`config.mk`:
```
export PLATFORM = sky130hd
export DESIGN_NAME = counter_increment_arbiter
export DESIGN_NICKNAME = d
export VERILOG_FILES = /design/src/rtl/counter_increment_arbiter_pkg.sv /design/src/rtl/counter_increment_arbiter_ones_comp_step.sv /design/src/rtl/counter_increment_arbiter.sv
export SDC_FILE = /design/constraint.sdc
export NUM_CORES = 1
export LEC_CHECK = 0
export ABC_AREA = 1
export CORE_MARGIN = 2
export CORE_UTILIZATION = 53
export CTS_CLUSTER_SIZE = 24
export DETAILED_ROUTE_END_ITERATION = 7
export PLACE_DENSITY = 0.86
export SYNTH_ARGS = -nofsm -noshare
export SYNTH_HDL_FRONTEND = slang
export SYNTH_SLANG_ARGS = --single-unit
export TNS_END_PERCENT = 5
```
`constraint.sdc`:
```
create_clock -name clock -period 4.06 [get_ports clock]
set_clock_uncertainty 0.1 [all_clocks]
set_input_delay 1.015 -clock clock [delete_from_list [all_inputs] [get_ports clock]]
set_output_delay 1.015 -clock clock [all_outputs]
set_load 0.005 [all_outputs]
```
`src/rtl/counter_increment_arbiter_pkg.sv`:
```
// Shared types and constants for the involuntary counter increment arbiter.
// Counter words are 15-bit one's complement values held in erasable memory.
package counter_increment_arbiter_pkg;

    typedef enum logic [2:0] {
        IDLE,
        WAIT_GRANT,
        READ,
        MODIFY,
        WRITE
    } stateT;

    localparam logic [14:0] POS_MAX  = 15'o37777;
    localparam logic [14:0] NEG_MAX  = 15'o40000;
    localparam logic [14:0] NEG_ZERO = 15'o77777;

    localparam logic [10:0] CNT_BASE_ADDR_DEF = 11'o24;

    localparam logic DIR_INC = 1'b0;
    localparam logic DIR_DEC = 1'b1;

endpackage

```
`src/rtl/counter_increment_arbiter_ones_comp_step.sv`:
```
// Combinational +1/-1 step on a 15-bit one's complement word.
// Both zeros step away from zero; crossing the positive/negative limit flags overflow.
module ones_comp_step
    import counter_increment_arbiter_pkg::*;
(
    input  logic [14:0] value,
    input  logic        dir,
    output logic [14:0] result,
    output logic        ovf
);

    always_comb begin
        result = value;
        ovf    = 1'b0;
        if (dir == DIR_INC) begin
            if (value == POS_MAX) begin
                result = 15'o00000;
                ovf    = 1'b1;
            end else if (value == NEG_ZERO) begin
                result = 15'o00001;
            end else begin
                result = value + 15'd1;
            end
        end else begin
            if (value == NEG_MAX) begin
                result = NEG_ZERO;
                ovf    = 1'b1;
            end else if (value == 15'o00000) begin
                result = 15'o77776;
            end else begin
                result = value - 15'd1;
            end
        end
    end

endmodule

```
`src/rtl/counter_increment_arbiter.sv`:
```
// Collects +1/-1 requests for a bank of memory-resident counters and applies them
// by stalling the core and doing read-modify-write cycles on the shared RAM.
module counter_increment_arbiter
    import counter_increment_arbiter_pkg::*;
#(
    parameter int          NUM_CNT       = 8,
    parameter logic [10:0] CNT_BASE_ADDR = CNT_BASE_ADDR_DEF,
    parameter int          MAX_BURST     = 4
) (
    input  logic               clock,
    input  logic               reset,
    input  logic [NUM_CNT-1:0] inc_req,
    input  logic [NUM_CNT-1:0] dec_req,
    output logic               core_stall_req,
    input  logic               core_grant,
    output logic               ram_own,
    output logic [10:0]        ram_read_address,
    input  logic [14:0]        ram_read_data,
    output logic [10:0]        ram_write_address,
    output logic [14:0]        ram_write_data,
    output logic               ram_write_en,
    output logic [NUM_CNT-1:0] overflow
);

    localparam int SEL_W   = (NUM_CNT > 1) ? $clog2(NUM_CNT) : 1;
    localparam int BURST_W = $clog2(MAX_BURST + 1);

    stateT              r_state;
    stateT              w_nextState;
    logic [NUM_CNT-1:0] r_pendInc;
    logic [NUM_CNT-1:0] r_pendDec;
    logic [SEL_W-1:0]   r_sel;
    logic               r_dir;
    logic [BURST_W-1:0] r_burst;
    logic [14:0]        r_result;
    logic               r_ovf;

    logic [SEL_W-1:0]   w_pickIdx;
    logic               w_pickDir;
    logic               w_anyPend;
    logic               w_enterRead;
    logic [NUM_CNT-1:0] w_clrInc;
    logic [NUM_CNT-1:0] w_clrDec;
    logic [10:0]        w_cntAddr;
    logic [14:0]        w_stepResult;
    logic               w_stepOvf;

    // Lowest index wins; the downward scan lets the last hit be the lowest.
    always_comb begin
        w_pickIdx = '0;
        w_pickDir = DIR_INC;
        for (int i = NUM_CNT - 1; i >= 0; i--) begin
            if (r_pendInc[i] || r_pendDec[i]) begin
                w_pickIdx = SEL_W'(i);
                w_pickDir = r_pendInc[i] ? DIR_INC : DIR_DEC;
            end
        end
    end

    assign w_anyPend = |(r_pendInc | r_pendDec);
    assign w_cntAddr = CNT_BASE_ADDR + 11'(r_sel);
    assign w_clrInc  = (w_enterRead && (w_pickDir == DIR_INC)) ? (NUM_CNT'(1) << w_pickIdx) : '0;
    assign w_clrDec  = (w_enterRead && (w_pickDir == DIR_DEC)) ? (NUM_CNT'(1) << w_pickIdx) : '0;

    ones_comp_step u_step (
        .value  (ram_read_data),
        .dir    (r_dir),
        .result (w_stepResult),
        .ovf    (w_stepOvf)
    );

    always_ff @(posedge clock or posedge reset) begin
        if (reset) begin
            r_state <= IDLE;
        end else begin
            r_state <= w_nextState;
        end
    end

    always_comb begin
        w_nextState       = r_state;
        w_enterRead       = 1'b0;
        core_stall_req    = 1'b0;
        ram_own           = 1'b0;
        ram_read_address  = '0;
        ram_write_address = '0;
        ram_write_data    = '0;
        ram_write_en      = 1'b0;
        overflow          = '0;
        case (r_state)
            IDLE: begin
                if (w_anyPend) begin
                    w_nextState = WAIT_GRANT;
                end
            end
            WAIT_GRANT: begin
                core_stall_req = 1'b1;
                if (core_grant) begin
                    w_nextState = READ;
                    w_enterRead = 1'b1;
                end
            end
            READ: begin
                core_stall_req   = 1'b1;
                ram_own          = 1'b1;
                ram_read_address = w_cntAddr;
                w_nextState      = MODIFY;
            end
            MODIFY: begin
                core_stall_req = 1'b1;
                ram_own        = 1'b1;
                w_nextState    = WRITE;
            end
            WRITE: begin
                core_stall_req    = 1'b1;
                ram_own           = 1'b1;
                ram_write_en      = 1'b1;
                ram_write_address = w_cntAddr;
                ram_write_data    = r_result;
                overflow          = r_ovf ? (NUM_CNT'(1) << r_sel) : '0;
                // Leaving through IDLE gives the core at least one unstalled cycle.
                if (w_anyPend && (r_burst < BURST_W'(MAX_BURST))) begin
                    w_nextState = READ;
                    w_enterRead = 1'b1;
                end else begin
                    w_nextState = IDLE;
                end
            end
            default: w_nextState = IDLE;
        endcase
    end

    // A new pulse beats the clear of the same bit, so it is never lost.
    always_ff @(posedge clock or posedge reset) begin
        if (reset) begin
            r_pendInc <= '0;
            r_pendDec <= '0;
            r_sel     <= '0;
            r_dir     <= DIR_INC;
            r_burst   <= '0;
            r_result  <= '0;
            r_ovf     <= 1'b0;
        end else begin
            r_pendInc <= (r_pendInc & ~w_clrInc) | inc_req;
            r_pendDec <= (r_pendDec & ~w_clrDec) | dec_req;
            if (w_enterRead) begin
                r_sel   <= w_pickIdx;
                r_dir   <= w_pickDir;
                r_burst <= r_burst + BURST_W'(1);
            end else if (r_state == IDLE) begin
                r_burst <= '0;
            end
            if (r_state == MODIFY) begin
                r_result <= w_stepResult;
                r_ovf    <= w_stepOvf;
            end
        end
    end

endmodule

```
==> results.md <==
Critical path:
- The critical path launch point is r_state[2].
- The capturing element type of the critical path is a primary output.
- By startpoint and endpoint, the worst setup path is classified as flip-flop to primary output.
- The sort of element at the start of the critical path is a flip-flop.
- Counting cells, the worst reg-to-reg path comes to 8.
- The endpoint arrival time on the critical path is 2290 ps.
- For the worst setup path, the data required time is 2940 ps.
- The top fanout value on the critical path is 26.
- The critical path ends at ram_own.
- The setup check on the worst reg-to-reg path leaves a slack of around 2000 ps.
- The startpoint of the most critical register-to-register path is r_state[1].
- The capture instance of the worst register-to-register path is r_pendDec[0].

STA:
- The post-layout minimum cycle time is 3410 ps.
- The count of final hold-check violations is 0.
- The number of max-slew violations in the final report was 0.
- The worst path meets setup with between 600 and 700 ps of slack.
- The final setup violation count is 0.
- The maximum frequency from static timing analysis is 293 MHz.
- Setup repair after global routing left no endpoint under its margin.
- Dividing the final minimum period by the clock period gives 84.0%.
- Across all hold checks on the routed design, the worst slack comes to 380 ps.
- The transition time of the tightest slew-check pin is 538 ps.
- The max-slew headroom at the worst pin is 64.1%.
- The final-layout setup total negative slack is 0 ps.

Floorplanning:
- The area of the die is 6390 um^2.
- The I/O pin total is 82.
- For this configuration, the core starts out at a cell density of about 55%.
- In this run the vertical extent of the chip is between 70 and 80 um.
- The die boundary width is 79.9 um.
- The total core area is 5540 um^2.
- The total number of placement rows is 27.

Global route:
- The via count of the first global-routing pass is 2860.
- The first-pass GRT wire length is 12500 um.
- Entering global routing, the biggest net connects 43 pins.
- The number of antenna violations at the first check in global routing was 0.
- The overall overflow remaining after global route is 0.
- For this run, the total global-route usage over all layers was measured as 24.7%.

Clock network:
- The number of buffers inserted to repair setup after CTS is 0.
- The number of clock buffers added by TritonCTS is 5.
- In this run, post-CTS repair resized a total of 0 instances.
- The CTS tree is done.
- In this run, post-CTS hold repair placed 0 buffers.
- The H-tree was split into 2 levels.
- The buffer levels on the longest clock path is 2.
- The cell at the root of the clock tree is sky130_fd_sc_hd__clkbuf_8.
- The TritonCTS sink count is 42.
- The clock-pin transition on the worst setup and hold timing paths is ~90 ps.
- The clock reaches the later pin of the worst-skew pair after approximately 310 ps.

Logic synthesis:
- Counting flops with an async set or reset pin after synthesis yields a share of 100%.
- The number of distinct library cell variants in the gate-level netlist after synthesis is 43.
- The average footprint of a synthesized cell is ~6.9 um^2.
- The count of state elements after synthesis is 42.
- The leading cell type by number of instances after synthesis is sky130_fd_sc_hd__nand2_1.
- The leading area contributor after synthesis is sky130_fd_sc_hd__dfrtp_1.
- In this run, synthesis inferred 0 flip-flops with an integrated enable.
- By count the netlist is led by sky130_fd_sc_hd__nand2_1 (82), sky130_fd_sc_hd__inv_1 (73), sky130_fd_sc_hd__nor2_1 (63).
- Sequential elements use 34.4% of the synthesized area.
- The post-synth design cell area is 3060 um^2.
- Counting every instance in the synthesized netlist gives approximately 440.
- The portion of synthesized cell area occupied by the leading cell type is 34.4%.
- The main flop type after synthesis is sky130_fd_sc_hd__dfrtp_1.
- By area the synthesized netlist is led by sky130_fd_sc_hd__dfrtp_1 (34%), sky130_fd_sc_hd__nand2_1 (10%), sky130_fd_sc_hd__inv_1 (9.0%).
- The warning count from the yosys run is 0.

Route:
- The post-detailed-route DRC marker count is 0.
- The violation count after the first detailed-route iteration is 293.
- The detail route stage leaves a number of antenna-violating nets equal to 0.
- The final route contains 3069 vias.
- In the final routed layout, each cell accounts on average for 13.0 um.
- The sum of routed wire length over all layers is roughly 7600 um.
- The vias per cell is 5.25.
- For this run, the detailed router's first-pass iteration total came to 5.

Placed design:
- Including well taps, the total number of placed cells is ~580.
- Detailed placement finished with a half-perimeter wire length of 5800 um.
- The final weighted congestion in routability-driven placement is 0.995.
- The count of buffers inserted at the top-level ports is 69.
- Prior to clock tree synthesis, the placed netlist has a worst setup slack of 843 ps.

Layout:
- The number of cells in the finished layout apart from fillers is 585.
- The number of antenna cells inserted is 0.
- After the last flow step, the layout net total stands at 549.
- Counting the fill cells in the layout gives 483.
- The area added between synthesis and finish is 26.4%.
- The share of cells above drive strength 1 is 10.1%.

Power:
- The design draws 0.00168 W.
- The total power per unit cell area is 434 nW/um^2.
- The analysis attributes to cell leakage a power of 1.83 nW.
- The worst IR drop on VDD is 0.309 mV.

Min path:
- The tightest min-delay check is of the flip-flop to flip-flop type.

Flow run:
- The tool flagged a number of max-cap violations equal to 0.

Outcome:
- The run finished with clean final reports.
==> through the flow <==
stage | area, um^2 | utilization (%)
after global routing | 3860 | 69.7
after CTS | 3860 | 69.7
final | 3860 | 69.7
after global placement | 3750 | 67.7
after floorplan | 3100 | -
after detailed placement | 3750 | 67.7
==> worst min path at each step <==
stage / start / to / slack [ps] / depth (start not counted)
after floorplan: r_result[0] / r_result[0] / 350 / 2
after detailed placement: r_result[0] / r_result[0] / 370 / 2
final: r_burst[0] / r_burst[0] / 380 / 1
after global routing: r_burst[0] / r_burst[0] / 410 / 1
after global placement: r_burst[0] / r_burst[0] / 360 / 1
after CTS: r_burst[0] / r_burst[0] / 380 / 1
==> layout make-up <==
| class | count | area, um^2 | share of cell area [%] |
|---|---|---|---|
| inverter | 81 | 304 | 7.87 |
| timing repair buffer | 72 | 713 | 18.5 |
| sequential | 42 | 1050 | 27.2 |
| tap | 72 | 90.1 | 2.33 |
| clock inverter | 3 | 43.8 | 1.13 |
| multi-input combinational | 310 | 1590 | 41.2 |
| clock buffer | 5 | 68.8 | 1.78 |
==> state kept, by name, summed over array words and instances, names as in the netlist <==
register / cells
r_result: 15
r_pendDec: 8
r_pendInc: 8
r_burst: 3
r_sel: 3
r_state: 3
r_dir: 1
r_ovf: 1
==> where the power goes <==
group / internal, W / switching, W
clock network: 0.000185 / 0.000159
registers: 0.000534 / 0.0000794
logic: 0.000292 / 0.000428
==> placed cells by master (no fill, tap or decap), drive strengths merged, types with 4 or more instances in the layout <==
cell type      instances
a21oi                 11
nand2                 89
clkbuf                 5
nor2                  77
inv                   80
o21ai                 29
a31oi                  7
clkdlybuf4s50         69
nand4                 10
conb                  12
nand3                 29
xor2                   7
nor4                   4
nor3                   9
dfrtp                 42
==> critical path: stages, from the launching register on <==
cell and delay (ps):
sky130_fd_sc_hd__dfrtp_1 400, sky130_fd_sc_hd__inv_1 80, sky130_fd_sc_hd__nand2_1 90, sky130_fd_sc_hd__nor2_2 90, sky130_fd_sc_hd__buf_4 270, sky130_fd_sc_hd__clkinv_1 370, sky130_fd_sc_hd__nand3_1 190, sky130_fd_sc_hd__clkdlybuf4s50_1 510
==> per-layer routing <==
metal | vias to the layer above | global-route usage [%] | wire [um]
li1 | 1507 | - | -
met5 | - | 0 | 0
met4 | 0 | 7.97 | 167
met3 | 20 | 3.51 | 471
met2 | 117 | 44.0 | 3820
met1 | 1425 | 30.5 | 3120
==> kinds of logic after synthesis <==
| family | after synthesis | share of synthesized area [%] |
|---|---|---|
| flops | 42 | 34.4 |
| xor+xnor | 9 | 2.58 |
| compound gates | 59 | 11.4 |
| buf+inv | 103 | 14.9 |
| fa+ha+maj | 3 | 1.23 |
| other cells | 1 | 0.123 |
| simple gates | 227 | 35.4 |
Note: power is estimated with default switching activity, not from simulation.
==> variant 1, RTL diff (same settings) <==
Change the parameter `NUM_CNT` from 8 to 16.
--- a/src/rtl/counter_increment_arbiter.sv
+++ b/src/rtl/counter_increment_arbiter.sv
@@ -4,5 +4,5 @@
     import counter_increment_arbiter_pkg::*;
 #(
-    parameter int          NUM_CNT       = 8,
+    parameter int          NUM_CNT       = 16,
     parameter logic [10:0] CNT_BASE_ADDR = CNT_BASE_ADDR_DEF,
     parameter int          MAX_BURST     = 4
Ports: changed (resized dec_req, inc_req and overflow); port bits go from 82 to 106. No check against the original RTL was run, so the function may have changed too.
==> variant 1 against the unedited design <==
Routed wire length grew 40%; sequential cell count grew 17; combinational power grew 16%; area after synthesis grew 35%; sequential share of layout area grew 0.44 points; final area grew 38%; cell count grew 39%; setup slack gained 0.077 ns; total power grew 30%; critical path depth is the same; first-iteration DRC count shrank 31%; maximum frequency grew 2.3%; highest routed layer unchanged.
==> variant 1: results (changes against the unedited design) <==
.. list-table::
   :header-rows: 1

   * - Metric
     - Value
   * - Worst rel slew slack
     - 49.7% (was 64.1%)
   * - Worst flop-to-flop path startpoint
     - r_pendInc[3] (was r_state[1])
   * - CTS H-tree depth
     - 3 (was 2)
   * - Fin nets
     - 760 (was 549)
   * - Synth area leaders
     - sky130_fd_sc_hd__dfrtp_1 36%, sky130_fd_sc_hd__nand2_1 11%, sky130_fd_sc_hd__nor2_1 10%, sky130_fd_sc_hd__inv_1 9.4%, sky130_fd_sc_hd__nand3_2 5.3% (was sky130_fd_sc_hd__dfrtp_1 34%, sky130_fd_sc_hd__nand2_1 10%, sky130_fd_sc_hd__inv_1 9.0%, sky130_fd_sc_hd__nor2_1 7.7%, sky130_fd_sc_hd__nand3_1 4.3%)
   * - Clock-pin slew on the worst setup and hold paths
     - 0.07 ns (was 0.09 ns)
   * - Critical path data arrival time
     - 2.22 ns (was 2.29 ns)
   * - Maximum ir drop on the vdd rail
     - 214 uV (was 309 uV)
   * - First-pass GRT wire length
     - 17900 microns (was 12500 microns)
   * - Register-to-register setup slack
     - 1.11 ns (was 2.02 ns)
   * - Outcome
     - complete, no violations (unchanged)
   * - HPWL after detailed placement
     - 7960 microns (was 5800 microns)
   * - Fraction of the yosys area taken by sequential cells
     - 35.6% (was 34.4%)
   * - Final estimated routing congestion in global placement
     - 0.940 (was 0.995)
   * - Worst-case reg-to-reg path depth
     - 14 (was 8)
   * - Top post-synthesis cells by count
     - 116 x sky130_fd_sc_hd__nand2_1, 110 x sky130_fd_sc_hd__nor2_1, 104 x sky130_fd_sc_hd__inv_1 (was 82 x sky130_fd_sc_hd__nand2_1, 73 x sky130_fd_sc_hd__inv_1, 63 x sky130_fd_sc_hd__nor2_1)
   * - Number of clock buffers inserted by TritonCTS
     - 9 (was 5)
   * - Cell count of the worst hold path
     - 2 (was 1)
   * - Hold path startpoint
     - r_pendDec[9] (was r_burst[0])
   * - DR iter-0 viols
     - 202 (was 293)
   * - Endpoint of the worst hold path
     - r_pendDec[9] (was r_burst[0])
   * - Fillers
     - 654 (was 483)
   * - Per-cell routed wire length
     - 13.0 microns (about the same)
   * - IO Port Bufs
     - 95 (was 69)
   * - Vias in the first global route
     - 4024 (was 2860)
   * - Share of post-route cells with drive strength above 1
     - 9.70% (was 10.1%)
   * - Vias after detailed routing
     - 4242 (was 3069)
## variant 1: cell types whose count changed after synthesis, sizes merged, moves of 3 or more
cell,unedited run,this run
o21ai,29,40
nand4,10,15
nand3,29,54
nor4,4,1
nand2,89,119
or2,3,9
nor2,77,115
dfrtp,42,59
inv,79,110
a21oi,11,19
## variant 1: worst max path at each step
| stage | end | startpoint | cells past startpoint |
|---|---|---|---|
| finish | ram_own | r_state[2] | 7 |
| global route | ram_own | r_state[2] | 7 |
| CTS | ram_own | r_state[2] | 7 |
| detailed placement | r_result[5] | ram_read_data[0] | 13 |
| global placement | r_result[7] | ram_read_data[0] | 15 |
| floorplan | r_result[1] | ram_read_data[0] | 12 |
## variant 1: through the flow
step / cells / worst slack (ns) / power (mW) / area, sq um
4_1_cts: 813 / 0.755 / 2.18 / 5340
2_1_floorplan: 620 / 1.43 / 1.32 / 4180
5_1_grt: 813 / 0.586 / 2.31 / 5340
3_5_place_dp: 797 / 0.590 / 1.63 / 5140
3_3_place_gp: 797 / 0.687 / 1.60 / 5140
6_report: 813 / 0.729 / 2.18 / 5340
## variant 1: critical path, stage by stage, from the launching register on
cell and delay [ns]:
sky130_fd_sc_hd__dfrtp_1 0.40, sky130_fd_sc_hd__inv_1 0.06, sky130_fd_sc_hd__nand2_1 0.08, sky130_fd_sc_hd__nor2_1 0.10, sky130_fd_sc_hd__buf_4 0.27, sky130_fd_sc_hd__clkinv_1 0.31
sky130_fd_sc_hd__nand3_1 0.14, sky130_fd_sc_hd__clkdlybuf4s50_1 0.51
## variant 1: cells by family after synthesis
logic type	after synthesis	synth area share, %
AND/OR/NAND/NOR	325	37.2
flip-flops	59	35.6
XOR/XNOR	7	1.48
buffers and inverters	136	13.6
other	1	0.0905
adder cells (fa/ha/maj)	4	1.21
AO/OA/AOI/OAI	79	10.8
## variant 1: cell type report
cell class / count / area share [%]
multi-input cells: 425 / 40.0
flip-flops and latches: 59 / 27.7
repair buffers: 98 / 18.2
inverters: 113 / 7.94
clock buffers: 10 / 2.58
well taps: 102 / 2.39
clock inverters: 6 / 1.20
## variant 1: routing by layer
layer	up-vias	part of all wire [%]	routed length (microns)	track usage, %
li1	2088	-	-	-
met1	1982	44	4660	33.8
met2	153	48	5090	42.3
met3	19	5.8	615	3.34
met4	0	1.9	206	10.7
met5	-	0	0	0
## variant 1: report_power, final
part	internal (mW)	leakage, nW	switching, mW	total (mW)
Combinational	0.323	1.72	0.508	0.832
Clock	0.300	0.0987	0.251	0.551
Sequential	0.710	0.614	0.0872	0.797
==> variant 2, RTL diff (config.mk and constraints unchanged) <==
Without the edit above. Take the reset off `r_pendInc` and load it in a clocked block of its own.
--- a/src/rtl/counter_increment_arbiter.sv
+++ b/src/rtl/counter_increment_arbiter.sv
@@ -134,5 +134,4 @@
     always_ff @(posedge clock or posedge reset) begin
         if (reset) begin
-            r_pendInc <= '0;
             r_pendDec <= '0;
             r_sel     <= '0;
@@ -142,5 +141,4 @@
             r_ovf     <= 1'b0;
         end else begin
-            r_pendInc <= (r_pendInc & ~w_clrInc) | inc_req;
             r_pendDec <= (r_pendDec & ~w_clrDec) | dec_req;
             if (w_enterRead) begin
@@ -158,4 +156,8 @@
     end
 
+    always_ff @(posedge clock) begin
+        r_pendInc <= (r_pendInc & ~w_clrInc) | inc_req;
+    end
+
 endmodule
 
Behaviour: not the same (Yosys sat finds a counterexample within 4 cycles, from zero or initial values and one cycle with reset high).
==> variant 2 against the unedited design <==
Total power is 4.6% lower; area after synthesis is 2.2% lower; via count is 0.23% higher; largest power group unchanged; highest routed layer unchanged; routed wire length is 4.4% lower; cell count is 0.34% higher; final area is 2.7% lower; critical path type unchanged; sequential cell count stayed put; setup slack worse by 0.23 ns.
==> variant 2: results (changes against the unedited design) <==
.. list-table::
   :header-rows: 1

   * - Metric
     - Value
   * - Register Area
     - 1010 sq um (was 1050 sq um)
   * - NonClk Buf Share
     - 18.8% (was 18.5%)
   * - Number of distinct library cell variants in the gate-level netlist after synthesis
     - 41 (was 43)
   * - Placement-stage worst setup slack
     - 0.777 ns (was 0.843 ns)
   * - Share of post-route cells with drive strength above 1
     - 6.99% (was 10.1%)
   * - Maximum ir drop on the vdd rail
     - 323 uV (was 309 uV)
   * - HPWL after detailed placement
     - 5500 microns (was 5800 microns)
   * - Total of plain and repair buffers excluding clock buffers
     - 71 (was 72)
   * - Worst path max stage delay
     - 0.56 ns (was 0.51 ns)
   * - Critical path data arrival time
     - 2.52 ns (was 2.29 ns)
   * - Cell count after synthesis
     - 448 (was 444)
   * - Final estimated routing congestion in global placement
     - 0.948 (was 0.995)
   * - Adder and majority gate portion of the synthesized area
     - 1.26% (was 1.23%)
   * - Clock buf count
     - 6 (was 5)
   * - Total placed cells including tap cells
     - 579 (was 577)
   * - Xor-xnor portion of the synthesized cell area
     - 1.76% (was 2.58%)
   * - Largest fanout on the critical path
     - 22 (was 26)
   * - Total wire length after detailed routing
     - 7250 microns (was 7580 microns)
   * - Vias in the first global route
     - 2871 (was 2860)
   * - Largest net degree at the start of global routing
     - 35 (was 43)
   * - DR iter-0 viols
     - 306 (was 293)
   * - Fin nets
     - 551 (was 549)
   * - Post-route worst setup slack
     - 0.426 ns (was 0.652 ns)
   * - Power density over the cells
     - 426 nW/um^2 (was 434 nW/um^2)
   * - Outcome
     - complete, no violations (unchanged)
   * - Synth area leaders
     - sky130_fd_sc_hd__dfrtp_1 28%, sky130_fd_sc_hd__nand2_1 11%, sky130_fd_sc_hd__inv_1 9.4%, sky130_fd_sc_hd__nor2_1 8.9%, sky130_fd_sc_hd__dfxtp_1 5.4% (was sky130_fd_sc_hd__dfrtp_1 34%, sky130_fd_sc_hd__nand2_1 10%, sky130_fd_sc_hd__inv_1 9.0%, sky130_fd_sc_hd__nor2_1 7.7%, sky130_fd_sc_hd__nand3_1 4.3%)
   * - Static power due to leakage
     - 1.79 nW (was 1.83 nW)
## variant 2: critical path: cells and delay by family (launching register included)
kind | cells | cell delay [ns]
buffers and inverters | 3 | 1.04
and+or+nand+nor | 3 | 0.73
DFF | 1 | 0.44
## variant 2: metal layers
| layer | track usage, % | routed length [microns] |
|---|---|---|
| met1 | 33.5 | 3190 |
| met2 | 38.6 | 3280 |
| met3 | 5.00 | 604 |
| met4 | 9.83 | 170 |
| met5 | 0 | 0 |
## variant 2: worst paths after layout
kind	start	endpoint	depth (start not counted)
worst max-delay path	r_state[1]	overflow[5]	6
worst min-delay path	r_pendInc[3]	r_pendInc[3]	2
worst max register to register	r_state[2]	r_pendDec[0]	9
worst min register to register	r_pendInc[3]	r_pendInc[3]	2
max in group asynchronous	reset	r_result[2]	3
min in group asynchronous	reset	r_pendDec[1]	3
## variant 2: power by group
part	switching, mW	leakage, nW	internal (mW)	total, mW
clock	0.150	0.0452	0.121	0.271
combinational	0.419	1.29	0.286	0.705
sequential	0.0889	0.456	0.535	0.624
